### config.mk
export PLATFORM = sky130hd
export DESIGN_NAME = display_scan_ctrl
export DESIGN_NICKNAME = d
export VERILOG_FILES = /design/src/rtl/display_pkg.sv /design/src/rtl/scan_prescaler.sv /design/src/rtl/display_scan_ctrl.sv
export SDC_FILE = /design/constraint.sdc
export NUM_CORES = 1
export LEC_CHECK = 0
export CAP_MARGIN = 10
export CELL_PAD_IN_SITES_DETAIL_PLACEMENT = 0
export CELL_PAD_IN_SITES_GLOBAL_PLACEMENT = 2
export CORE_MARGIN = 2
export CORE_UTILIZATION = 41
export CTS_BUF_LIST = sky130_fd_sc_hd__clkbuf_16
export CTS_CLUSTER_SIZE = 40
export DETAILED_ROUTE_END_ITERATION = 10
export GPL_TIMING_DRIVEN = 0
export PLACE_DENSITY_LB_ADDON = 0.1
export RECOVER_POWER = 50
export SETUP_SLACK_MARGIN = 0.02
export SLEW_MARGIN = 10
export SYNTH_ARGS = -nofsm -noshare
export SYNTH_HDL_FRONTEND = slang
export SYNTH_SLANG_ARGS = --single-unit
### constraint.sdc
create_clock -name clock -period 3.4 [get_ports clock]
set_input_delay 0.51 -clock clock [delete_from_list [all_inputs] [get_ports clock]]
set_output_delay 0.51 -clock clock [all_outputs]
set_load 0.01 [all_outputs]
### src/rtl/display_pkg.sv
// display_pkg: shared defaults and scan state type for the display scan controller.
package display_pkg;
    localparam int NUM_DIGITS_DEF = 4;
    localparam int PRESCALE_DEF   = 50000;
    typedef enum logic {BLANK = 1'b0, SCAN = 1'b1} scan_state_t;
endpackage

### src/rtl/scan_prescaler.sv
// scan_prescaler: slot-length counter; tick marks the last cycle of each digit slot.
module scan_prescaler
    import display_pkg::*;
#(
    parameter int PRESCALE = PRESCALE_DEF
) (
    input  logic clock,
    input  logic reset_n,
    input  logic run,
    output logic tick
);
    localparam int CNT_W = $clog2(PRESCALE);
    logic [CNT_W-1:0] r_cnt;
    assign tick = run && (r_cnt == CNT_W'(PRESCALE - 1));
    // Count while running, wrap after the last slot cycle, park at 0 when stopped
    always_ff @(posedge clock or negedge reset_n) begin
        if (!reset_n)
            r_cnt <= '0;
        else if (!run || tick)
            r_cnt <= '0;
        else
            r_cnt <= r_cnt + 1'b1;
    end
endmodule

### src/rtl/display_scan_ctrl.sv
// display_scan_ctrl: time-multiplexed hex digit scanner with a frame-synchronous double buffer.
// Define LEADING_ZERO_BLANK_EN to blank digits above the most significant nonzero nibble.
module display_scan_ctrl
    import display_pkg::*;
#(
    parameter int NUM_DIGITS = NUM_DIGITS_DEF,
    parameter int PRESCALE   = PRESCALE_DEF
) (
    input  logic                    clock,
    input  logic                    reset_n,
    input  logic                    enable,
    input  logic                    load_valid,
    input  logic [4*NUM_DIGITS-1:0] load_data,
    output logic                    load_ready,
    output logic [3:0]              digit_code,
    output logic [NUM_DIGITS-1:0]   digit_sel,
    output logic                    frame_done
);
    localparam int IDX_W = $clog2(NUM_DIGITS);
    localparam int DW    = 4 * NUM_DIGITS;

    scan_state_t      r_state, w_state_nxt;
    logic [DW-1:0]    r_shown, r_pending;
    logic             r_pend_full, r_loaded;
    logic [IDX_W-1:0] r_idx;
    logic             w_run, w_tick, w_wrap, w_boundary, w_enter, w_commit, w_capture, w_lit;

    assign w_run = (r_state == SCAN) && enable;

    scan_prescaler #(.PRESCALE(PRESCALE)) u_prescaler (
        .clock   (clock),
        .reset_n (reset_n),
        .run     (w_run),
        .tick    (w_tick)
    );

    assign w_wrap     = (r_idx == IDX_W'(NUM_DIGITS - 1));
    assign w_boundary = w_tick && w_wrap;
    assign w_enter    = (r_state == BLANK) && (w_state_nxt == SCAN);
    assign w_commit   = r_pend_full && (w_boundary || w_enter);
    assign w_capture  = load_valid && !r_pend_full;
    assign load_ready = !r_pend_full;
    assign digit_code = r_shown[4*r_idx +: 4];

`ifdef LEADING_ZERO_BLANK_EN
    logic [IDX_W-1:0] w_top;
    // Index of the most significant nonzero nibble; digit 0 when the whole value is zero
    always_comb begin
        w_top = '0;
        for (int i = 1; i < NUM_DIGITS; i++)
            if (r_shown[4*i +: 4] != 4'h0) w_top = IDX_W'(i);
    end
    assign w_lit = (r_idx <= w_top);
`else
    assign w_lit = 1'b1;
`endif

    // State register
    always_ff @(posedge clock or negedge reset_n) begin
        if (!reset_n)
            r_state <= BLANK;
        else
            r_state <= w_state_nxt;
    end

    // Next state and outputs: scan while enabled once there is something to show
    always_comb begin
        w_state_nxt = (enable && (r_state == SCAN || r_pend_full || r_loaded)) ? SCAN : BLANK;
        frame_done  = w_boundary;
        digit_sel   = '1;
        if (r_state == SCAN && w_lit)
            digit_sel = ~(NUM_DIGITS'(1) << r_idx);
    end

    // Digit index: advances on each slot tick, parked at 0 whenever not scanning
    always_ff @(posedge clock or negedge reset_n) begin
        if (!reset_n)
            r_idx <= '0;
        else if (!w_run)
            r_idx <= '0;
        else if (w_tick)
            r_idx <= w_wrap ? '0 : r_idx + 1'b1;
    end

    // Display buffers: capture into pending when free, commit at a frame boundary or scan start
    always_ff @(posedge clock or negedge reset_n) begin
        if (!reset_n) begin
            r_shown     <= '0;
            r_pending   <= '0;
            r_pend_full <= 1'b0;
            r_loaded    <= 1'b0;
        end else begin
            if (w_capture)
                r_pending <= load_data;
            if (w_commit)
                r_shown <= r_pending;
            r_pend_full <= w_capture || (r_pend_full && !w_commit);
            r_loaded    <= r_loaded || w_commit;
        end
    end
endmodule

==> impl_metrics.prom <==
# TYPE chip_impl_metric gauge
chip_impl_metric{name="coreArea",unit="mm2"} 0.00592
chip_impl_metric{name="hold_buffers",unit=""} 0
chip_impl_metric{name="synth_seq_area_share",unit="%"} 53.1
chip_impl_metric{name="maximum_number_of_pins_on_one_net_before_global_route_repair",unit=""} 40
chip_impl_metric{name="post_synth_inst_count",unit=""} 192
chip_impl_metric{name="synth_cell_types",unit=""} 38
chip_impl_metric{name="syn-mean-instance-area",unit="um2"} 13.0
chip_impl_metric{name="cts.htree.levels",unit=""} 2
chip_impl_metric{name="min_period_over_period",unit="%"} 77.4
chip_impl_metric{name="clk_path_buf_depth",unit=""} 2
chip_impl_info{name="most_frequent_cells_in_the_layout",value="sky130_fd_sc_hd__dfrtp_1 (53), sky130_fd_sc_hd__clkdlybuf4s50_1 (26), sky130_fd_sc_hd__mux2_2 (24)"} 1
chip_impl_metric{name="multiInputGateArea",unit="mm2"} 0.00109
chip_impl_metric{name="drt_drc_violations_left",unit=""} 0
chip_impl_metric{name="antenna_cells_inserted",unit=""} 0
chip_impl_metric{name="cts_resized",unit=""} 0
chip_impl_info{name="clock_tree.root_cell",value="sky130_fd_sc_hd__clkbuf_16"} 1
chip_impl_metric{name="insertion_delay",unit="ps"} 290
chip_impl_metric{name="synth_nets",unit=""} 217
chip_impl_metric{name="register_area",unit="mm2"} 0.00133
chip_impl_metric{name="vias_per_cell",unit=""} 5.21
chip_impl_info{name="outcome",value="finished clean"} 1
chip_impl_metric{name="wl",unit="um"} 4710
chip_impl_metric{name="maxCapViolations",unit=""} 0
chip_impl_info{name="hold_class",value="primary input to async pin"} 1
chip_impl_metric{name="worst_clock_skew",unit="ps"} 6.80
chip_impl_metric{name="gp_congestion",unit=""} 0.767
chip_impl_metric{name="timing.fmax",unit="GHz"} 0.380
chip_impl_metric{name="avgRoutedWirePerCell",unit="um"} 15.4
chip_impl_info{name="tritoncts",value="built"} 1
chip_impl_metric{name="max_slew.worst_pin.slew",unit="ps"} 895
chip_impl_metric{name="fin_util",unit="%"} 51.8
chip_impl_metric{name="clkSlewWorstSetupHoldPaths",unit="ps"} 70
chip_impl_metric{name="initial_utilization",unit="%"} 42.2
chip_impl_info{name="rsz0062_at_grt",value="false"} 1
chip_impl_metric{name="worst_ep_required_time",unit="ps"} 2890
chip_impl_metric{name="synthesis.yosys.warnings",unit=""} 0
chip_impl_metric{name="grt_pass1_vias",unit=""} 1681
chip_impl_metric{name="timing.final.hold_violations",unit=""} 0
chip_impl_metric{name="wire_length_of_the_first_global_routing_pass",unit="um"} 8220
chip_impl_info{name="setup.worst_path.class",value="flip-flop to output pin"} 1
chip_impl_metric{name="ioPinCount",unit=""} 30
chip_impl_metric{name="syn-cell-area",unit="mm2"} 0.00250
chip_impl_metric{name="tritoncts_num_sinks",unit=""} 53
chip_impl_metric{name="synthDominantCellAreaShare",unit="%"} 53.1
chip_impl_info{name="largest_cells_by_area_after_synthesis",value="sky130_fd_sc_hd__dfrtp_1 (53%), sky130_fd_sc_hd__mux2_2 (11%), sky130_fd_sc_hd__mux2_4 (4.8%)"} 1
chip_impl_metric{name="power.density",unit="mW/mm2"} 579
chip_impl_metric{name="tritoncts.num_buffers",unit=""} 5
chip_impl_metric{name="timing.critical_path.fanout_max",unit=""} 7
chip_impl_metric{name="proportion_of_layout_cells_with_a_drive_suffix_above_1",unit="%"} 25.2
chip_impl_metric{name="dieArea",unit="mm2"} 0.00674
chip_impl_metric{name="drtIter0Drc",unit=""} 75
chip_impl_metric{name="floorplan.rows",unit=""} 28
chip_impl_metric{name="ys_ff_latch",unit=""} 53
chip_impl_metric{name="post-dp-hpwl",unit="um"} 3460
chip_impl_metric{name="setup_total_negative_slack",unit="ps"} 0
chip_impl_metric{name="port_buffers",unit=""} 29
chip_impl_metric{name="die_h",unit="um"} 82.1
chip_impl_metric{name="syn2layout_area_growth",unit="%"} 22.6
chip_impl_metric{name="finalSetupViolCount",unit=""} 0
chip_impl_metric{name="detailedRoute.firstPassIterationCount",unit=""} 4
chip_impl_info{name="worstSetupEndpointType",value="output pin"} 1
chip_impl_metric{name="dr_total_vias",unit=""} 1589
chip_impl_metric{name="max_slew_headroom",unit="%"} 40.3
chip_impl_metric{name="slew_viol_final",unit=""} 0
chip_impl_info{name="layout.cells.most_common",value="sky130_fd_sc_hd__dfrtp_1"} 1
chip_impl_metric{name="detail-route-antenna-nets",unit=""} 0
chip_impl_metric{name="finalNetCount",unit=""} 254
chip_impl_metric{name="power.static_leakage",unit="nW"} 1.25
chip_impl_metric{name="antenna_violations_before_repair",unit=""} 0
chip_impl_info{name="critical_path.startpoint_type",value="flip-flop"} 1
chip_impl_metric{name="die_w",unit="um"} 82.1
chip_impl_metric{name="post_cts_buffers",unit=""} 0
chip_impl_metric{name="globalRouteTotalUtil",unit="%"} 16.3
chip_impl_metric{name="post-route-min-period",unit="ps"} 2630
chip_impl_metric{name="overflow",unit=""} 0
chip_impl_info{name="biggest_area_consumer_among_synthesized_cells",value="sky130_fd_sc_hd__dfrtp_1"} 1
chip_impl_metric{name="worst_ep_arrival_time",unit="ps"} 2120
chip_impl_metric{name="vdd.ir_drop.worst",unit="V"} 0.000299
chip_impl_metric{name="n_fill_cell",unit=""} 513
-- worst max-delay path, cell delays in order (launching register included) --
cell,delay [ps]
sky130_fd_sc_hd__dfrtp_1,380
sky130_fd_sc_hd__clkbuf_1,400
sky130_fd_sc_hd__mux4_2,570
sky130_fd_sc_hd__clkdlybuf4s50_1,500
-- metrics by stage --
| stage | power [W] | area (um2) | hold slack [ps] | instances | setup slack [ps] |
|---|---|---|---|---|---|
| after global routing | 0.00186 | 3060 | 391 | 305 | 597 |
| after global placement | 0.00121 | 2880 | 455 | 296 | 318 |
| after floorplan | 0.00108 | 2500 | 214 | 192 | 1480 |
| after CTS | 0.00180 | 3070 | 141 | 305 | 705 |
| after detailed placement | 0.00123 | 2900 | 450 | 297 | 827 |
| final | 0.00177 | 3060 | 324 | 305 | 768 |
-- logic make-up (layout without fill, tap and decap cells) --
logic type / Yosys count / in the layout / share of synthesized area, %
simple gates: 65 / 65 / 15.2
buf+inv: 12 / 50 / 3.35
flops: 53 / 53 / 53.1
mux: 37 / 37 / 19.6
fa+ha+maj: 5 / 5 / 2.50
xor+xnor: 11 / 11 / 3.85
compound gates: 9 / 9 / 2.40
-- sequential cells by signal, summed over array words and instances (netlist names) --
signal             count
u_prescaler.r_cnt     16
r_idx                  2
r_state                1
r_pending             16
r_pend_full            1
r_shown               16
r_loaded               1
-- power breakdown --
group	internal (W)	total, W	switching [W]
logic	0.000241	0.000344	0.000103
registers	0.000783	0.000864	0.0000815
clock network	0.000345	0.000566	0.000221
-- metal layers --
metal | share of wire (%) | GRT usage (%) | wire [um]
met5 | 0 | 0 | 0
met4 | 1.7 | 7.00 | 78
met3 | 3.1 | 3.08 | 144
met2 | 50 | 26.7 | 2360
met1 | 45 | 21.1 | 2130
-- area by class of cell --
type / count / share of cell area [%]
buffer: 8 / 2.25
clock buffer: 5 / 4.08
clock inverter: 3 / 1.35
inverter: 4 / 0.490
multi-input combinational: 127 / 35.6
sequential: 53 / 43.3
tap: 75 / 3.06
timing repair buffer: 30 / 9.92
-- cell usage after synthesis --
| library cell | instances |
|---|---|
| sky130_fd_sc_hd__nor2_1 | 20 |
| sky130_fd_sc_hd__buf_4 | 1 |
| sky130_fd_sc_hd__or2_1 | 1 |
| sky130_fd_sc_hd__and4b_2 | 1 |
| sky130_fd_sc_hd__and3_1 | 1 |
| sky130_fd_sc_hd__nand4_2 | 1 |
| sky130_fd_sc_hd__inv_1 | 4 |
| sky130_fd_sc_hd__clkbuf_1 | 2 |
| sky130_fd_sc_hd__nor2b_1 | 1 |
| sky130_fd_sc_hd__and2_1 | 1 |
| sky130_fd_sc_hd__buf_12 | 1 |
| sky130_fd_sc_hd__and3_2 | 1 |
| sky130_fd_sc_hd__a21oi_1 | 4 |
| sky130_fd_sc_hd__nand4_1 | 7 |
| sky130_fd_sc_hd__buf_2 | 1 |
| sky130_fd_sc_hd__buf_1 | 1 |
| sky130_fd_sc_hd__buf_6 | 1 |
| sky130_fd_sc_hd__nand2_1 | 10 |
| sky130_fd_sc_hd__o21ai_0 | 3 |
| sky130_fd_sc_hd__nor3_1 | 1 |
| sky130_fd_sc_hd__ha_1 | 5 |
| sky130_fd_sc_hd__xnor2_1 | 4 |
| sky130_fd_sc_hd__mux2_2 | 24 |
| sky130_fd_sc_hd__clkbuf_8 | 1 |
| sky130_fd_sc_hd__mux4_2 | 4 |
| sky130_fd_sc_hd__and4_2 | 2 |
| sky130_fd_sc_hd__dfrtp_1 | 53 |
| sky130_fd_sc_hd__nand3_1 | 9 |
| sky130_fd_sc_hd__or3_1 | 4 |
| sky130_fd_sc_hd__o31a_1 | 1 |
| sky130_fd_sc_hd__mux2_4 | 8 |
| sky130_fd_sc_hd__mux2i_1 | 1 |
| sky130_fd_sc_hd__or2_2 | 1 |
| sky130_fd_sc_hd__and4b_1 | 1 |
| sky130_fd_sc_hd__and4_1 | 1 |
| sky130_fd_sc_hd__nor4b_4 | 2 |
| sky130_fd_sc_hd__xor2_1 | 7 |
| sky130_fd_sc_hd__a21oi_4 | 1 |
-- final timing paths --
| check | startpoint | end | slack, ps | cells past startpoint |
|---|---|---|---|---|
| max | r_idx[0] | digit_code[1] | 770 | 3 |
| min | reset_n | u_prescaler.r_cnt[12] | 320 | 1 |
| max reg2reg | r_idx[1] | r_shown[10] | 1150 | 6 |
| min reg2reg | r_loaded | r_loaded | 480 | 1 |
| max in group asynchronous | reset_n | r_shown[6] | 2380 | 2 |
| min in group clock | r_loaded | r_loaded | 480 | 1 |
Power figures use the tool's default switching activity.
